`src/rtl/sram_burst_counter.sv`:
```
// Burst address generator for the SRAM datapath: loads a base address and beat
// count on start, steps once per accepted beat, wraps or saturates at rollover_val.
module sram_burst_counter #(
  parameter int WIDTH = 7
) (
  input  logic             clk,
  input  logic             rst,
  input  logic             clear,
  input  logic             start,
  input  logic [WIDTH-1:0] base_addr,
  input  logic [WIDTH:0]   burst_len,
  input  logic [WIDTH-1:0] rollover_val,
  input  logic             sat_mode,
  input  logic             cnt_enable,
  output logic [WIDTH-1:0] count_out,
  output logic [WIDTH:0]   beats_left,
  output logic             rollover_flag,
  output logic             wrap_pulse,
  output logic             busy,
  output logic             done
);

  typedef enum logic [1:0] {
    S_IDLE = 2'd0,
    S_RUN  = 2'd1,
    S_DONE = 2'd2
  } state_t;

  state_t           state_q, state_d;
  logic [WIDTH-1:0] count_q, count_d;
  logic [WIDTH:0]   beats_q, beats_d;
  logic             wrap_q, wrap_d;
  logic             flag_q;
  logic             busy_q, done_q;

  always_comb begin
    state_d = state_q;
    count_d = count_q;
    beats_d = beats_q;
    wrap_d  = 1'b0;
    if (clear) begin
      state_d = S_IDLE;
      count_d = '0;
      beats_d = '0;
    end else begin
      unique case (state_q)
        S_IDLE: begin
          if (start) begin
            count_d = base_addr;
            beats_d = burst_len;
            state_d = (burst_len == '0) ? S_DONE : S_RUN;
          end
        end
        S_RUN: begin
          if (cnt_enable) begin
            beats_d = beats_q - 1'b1;
            if (count_q == rollover_val) begin
              // Saturate leaves count_d at its held value.
              if (!sat_mode) begin
                count_d = '0;
                wrap_d  = 1'b1;
              end
            end else begin
              count_d = count_q + 1'b1;
            end
            if (beats_q == {{WIDTH{1'b0}}, 1'b1}) begin
              state_d = S_DONE;
            end
          end
        end
        S_DONE: state_d = S_IDLE;
        default: state_d = S_IDLE;
      endcase
    end
  end

  // Status outputs are registered from the next-state values so they line up
  // with the state they describe.
  always_ff @(posedge clk) begin
    if (rst) begin
      state_q <= S_IDLE;
      count_q <= '0;
      beats_q <= '0;
      wrap_q  <= 1'b0;
      flag_q  <= 1'b0;
      busy_q  <= 1'b0;
      done_q  <= 1'b0;
    end else begin
      state_q <= state_d;
      count_q <= count_d;
      beats_q <= beats_d;
      wrap_q  <= wrap_d;
      flag_q  <= (count_d == rollover_val);
      busy_q  <= (state_d != S_IDLE);
      done_q  <= (state_d == S_DONE);
    end
  end

  assign count_out     = count_q;
  assign beats_left    = beats_q;
  assign rollover_flag = flag_q;
  assign wrap_pulse    = wrap_q;
  assign busy          = busy_q;
  assign done          = done_q;

endmodule

```
`config.mk`:
```
export PLATFORM = sky130hd
export DESIGN_NAME = sram_burst_counter
export DESIGN_NICKNAME = d
export VERILOG_FILES = /design/src/rtl/sram_burst_counter.sv
export SDC_FILE = /design/constraint.sdc
export NUM_CORES = 1
export LEC_CHECK = 0
export ABC_AREA = 1
export CORE_MARGIN = 2
export CORE_UTILIZATION = 32
export CTS_BUF_LIST = sky130_fd_sc_hd__clkbuf_4 sky130_fd_sc_hd__clkbuf_8
export DETAILED_ROUTE_END_ITERATION = 8
export GPL_TIMING_DRIVEN = 0
export PLACE_DENSITY = 0.66
export SLEW_MARGIN = 10
export SYNTH_ARGS = -nofsm -noshare
export SYNTH_HDL_FRONTEND = slang
export SYNTH_SLANG_ARGS = --single-unit
export TNS_END_PERCENT = 5
```
`constraint.sdc`:
```
create_clock -name clk -period 4 [get_ports clk]
set_input_delay 0.8 -clock clk [delete_from_list [all_inputs] [get_ports clk]]
set_output_delay 0.8 -clock clk [all_outputs]
set_load 0.1 [all_outputs]
```
## Word level (Yosys, flattened, before mapping)

Cells that the tools add are included.

- Register bits: 21
- Input bits: 28
- Output and inout port bits: 19
- Logic and storage cells: 42

- $add $sub $neg: 2
- Equality and inequality tests: 7
- Mux-type cells: 16
- Bitwise gates (word level): 3
- Reductions and logical operators: 7

Operator list:

| kind | count |
|---|---|
| $mux W7 | 5 |
| $mux W8 | 2 |
| $pmux W8 S2 | 1 |
| $eq A7 B7 Y1 | 2 |
| $pmux W7 S2 | 1 |
| $mux W2 | 5 |
| $eq A8 B1 Y1 const B | 1 |
| $logic_not A8 Y1 | 1 |
| $sub A8 B1 Y8 const B | 1 |
| $add A7 B1 Y7 const B | 1 |
| $reduce_or A5 Y1 | 1 |
| $ne A2 B2 Y1 const B | 2 |
| $pmux W2 S2 | 1 |
| $reduce_bool A2 Y1 | 2 |
| $not A1 Y1 | 3 |
| $reduce_and A3 Y1 | 1 |
| $eq A2 B1 Y1 const B | 1 |
| $eq A2 B2 Y1 const B | 1 |
| $logic_not A2 Y1 | 1 |
| $reduce_or A2 Y1 | 1 |
| $mux W1 | 1 |

## Depth between registers and ports, before layout

- Word-level depth: 6
- Gate-level depth with buffers: 17
- Gate-level depth less buffers: 17

## Worst setup path after synthesis

OpenSTA, ideal clock, no wires.

- Kind: flip-flop to flip-flop
- Start: register count_q[0], in the netlist count_out[0]
- End: register flag_q, in the netlist rollover_flag
- Library setup time: 0.112 ns
- Arrival: 2.267 ns
- Data required time: 3.888 ns
- Slack: 1.620 ns
- Stages on the path, launching flop included: 15
- Path buffers: 0
- Clock period less this slack: 2.380 ns
- Cell sequence: dfxtp_1 > ha_1 > nand2_1 > nor2_1 > nand2_1 > a21oi_1 > nand2_1 > nand3_1 > nand2_1 > nand2_1 > nand2_1 > nand2_1 > inv_1 > nand2_1 > nor2_2

- Longest elaborated chain between the ends: 6
- Elaborated cells on any way between the ends: 9
- Classes of those cells: 1 x add/sub; 2 x eq/ne; 6 x mux

RTL lines:

| item | line | text |
|---|---|---|
| start, declared | 30 | `logic [WIDTH-1:0] count_q, count_d;` |
| start signal, assigned | 90 | `count_q <= count_d;` |
| $add A7 B1 Y7, or another cell as far along | 64 | `count_d = count_q + 1'b1;` |
| $mux W7 | 57 | `if (count_q == rollover_val) begin` |
| $mux W7 | 55 | `if (cnt_enable) begin` |
| $pmux W7 S2 * | 46 | `unique case (state_q)` |
| $mux W7 * | 41 | `if (clear) begin` |
| $eq A7 B7 Y1 * | 93 | `flag_q <= (count_d == rollover_val);` |
| end signal, assigned | 93 |  |
| end, declared | 33 | `logic flag_q;` |

Mark *: on every way between the ends. The rest lies on a longest branch, timed or not.
A chain may end at the register's enable or synchronous reset.

## Worst setup path in the final report

- Start: register count_q[2], in the netlist count_out[2]
- End: output port count_out[2]

RTL lines:

| item | line | text |
|---|---|---|
| end, declared | 15 | `output logic [WIDTH-1:0] count_out,` |

No word-level cell between the ends.

==> metrics.cfg <==
[run_status]
outcome=finished clean

[sta]
period_share=0.6821
drv_slew=0
fin_crit_ns=2.728
worst_pin_slew_ns=0.9782
maxSlewHeadroom=0.3458
fmax_mhz=366.5
hold_violations=0
rsz0062_at_grt=no
setup_tns_ns=0
setup_viol=0
skew_ns=0.001708

[finish]
finalNetCount=353
multi_input_comb_area_um2=1037
fillers=510
design_area_um2=2186
area_growth_syn_to_layout_pct=35.53
drive_above_1_share=0.07788
regArea_um2=420.4
n_antenna_cell=0

[placed_design]
place_congestion=0.8678
portBuffers=44
place_area_um2=2137
dpl.hpwl_um=3637

[critical_path]
startpoint=count_out[2]
crit_path_end_kind=primary output
crit_path_top_delay_cell=clkdlybuf4s50_1
r2r_start=count_out[2]
worstPathCellList=clkdlybuf4s50_1
arrival_ns=1.93
criticalPathCategory=flip-flop to primary output
crit_required_ns=3.20
critPathBufInv=1
critPathMaxFanout=7
cpLargestDelayFamily=buffers and inverters
startpoint_type=flip-flop
max_stage_delay_ns=1.19

[drt]
drc=0
first_iter_violations=130
post_drt_wl_per_cell_um=11.83
avgViaCountPerCell=4.948
ant_nets=0
routed_wirelength_um=4589
dr_total_vias=1920
drtPass1Iterations=4

[clocking]
clk-insertion-delay-late_ns=0.27
clk_pin_slew_ns=0.09
post_cts_buffers=0
cts_inserted_buffers=3
ctsHoldBuffers=0
htreeDepth=1
clock_path_buffers=2
ctsRootBufferMaster=clkbuf_8
cts_resized=0
cts_tree=yes
cts_sinks=21

[grt]
grt_overflow=0
antenna_found_initial=0
track_usage=0.1771
grt_pass1_wl_um=7790
first_global_vias=1817
grt_max_degree=14

[power]
power_uw=588.2
peakVddDrop_uv=208.3
power_leakage_uw=0.0009468
power_density_nw_per_um2=269.1

[logic_synthesis]
yosysWarnings=0
yosys.area.top_type_share=0.2607
syn_nets=304
yosys.area.top_type=dfxtp_1
synth-seq-area-share=0.2607
syn_avg_cell_area_um2=5.908
synthTopCellsByArea=dfxtp_1, nand2_1, nor2_1
ys.flop_type=dfxtp_1
ys_ff_latch=21
synthArstFlopShare=0
synth_cell_type_count=27
synthCells=273
synth_edf_count=0
syn_area_um2=1613

[floorplanning]
ios=47
die_height_um=74.99
dieArea_um2=5624
num_rows=25
die_w_um=74.99
start_util=0.3370
core_area_um2=4786

[worst_hold_path]
min_from=beats_left[6]
hold_class=flip-flop to flip-flop

[flow_run]
drv_cap=0

-- stage by stage --
step                  util  worst slack [ns]  hold WS, ns  cells
floorplan                -             1.620       0.5795    273
global placement    0.4465             1.286       0.5348    384
detailed placement  0.4465             1.269       0.5462    384
CTS                 0.4567             1.267       0.5618    388
global route        0.4567             1.194       0.5963    388
finish              0.4567             1.272       0.5591    388
-- metal layers --
| metal | vias to the layer above | global-route usage | routed length [um] |
|---|---|---|---|
| li1 | 985 | - | - |
| met4 | 0 | 0.04762 | 106 |
| met3 | 10 | 0.03481 | 310 |
| met5 | - | 0 | 0 |
| met2 | 71 | 0.3129 | 2118 |
| met1 | 854 | 0.2189 | 2053 |
-- registers in the layout, indices dropped and copies added, names as in the netlist --
signal / count
done: 1
state_q: 2
wrap_pulse: 1
busy: 1
beats_left: 8
rollover_flag: 1
count_out: 7
-- logic make-up after synthesis --
| family | Yosys count | synth area share |
|---|---|---|
| xor gates and xnor gates | 4 | 0.02173 |
| buffers and inverters | 41 | 0.09619 |
| adders and majority gates | 3 | 0.02328 |
| DFF | 21 | 0.2607 |
| AOI/OAI and AO/OA | 45 | 0.1707 |
| and+or+nand+nor | 159 | 0.4275 |
-- final timing paths --
path                                       to  slack [ns]  cells after the start
worst max-delay path             count_out[2]        1.27                      1
worst min-delay path            beats_left[6]        0.56                      2
worst max register to register  rollover_flag        2.07                     14
worst min register to register  beats_left[6]        0.56                      2
-- cells in the mapped netlist, drive strengths merged (3+ instances only) --
library cell  instances
a211oi               11
a21oi                16
a31oi                 5
clkbuf                5
dfxtp                21
ha                    3
inv                  34
nand2                87
nand3                22
nand4                 5
nor2                 38
nor3                  4
o21ai                11
-- where the power goes --
group | switching [uW] | total [uW] | internal [uW]
registers | 10.5 | 228 | 217
logic | 138 | 209 | 71.2
clock network | 81.1 | 152 | 70.6
total | 229 | 588 | 359
-- layout by cell type (no fill, tap or decap), types with 2 or more instances in the layout --
master           synthesis  final
nor2_1                  33     33
clkdlybuf4s50_1          0     44
inv_1                   26     26
nand3_1                 22     22
o21ai_0                 11     11
nor2_2                   4      4
dfxtp_1                 21     21
xnor2_1                  2      2
a21oi_1                 16     16
nand2_2                  4      4
nor4_1                   2      2
a31oi_1                  5      5
nand2_1                 82     82
nand4_1                  5      5
clkbuf_8                 0      3
xor2_1                   2      2
nor3_1                   3      3
clkbuf_1                 5      5
inv_2                    8      8
a211oi_1                11     11
ha_1                     3      3
-- area by class of cell --
class / count / share of cell area
plain buffers: 7 / 0.01259
clock buffers: 3 / 0.01889
clock inverters: 1 / 0.003434
inverters: 34 / 0.05839
multi-input cells: 211 / 0.4745
flip-flops and latches: 21 / 0.1923
well taps: 67 / 0.03835
repair buffers: 44 / 0.2015
(Power assumes the default switching activity.)
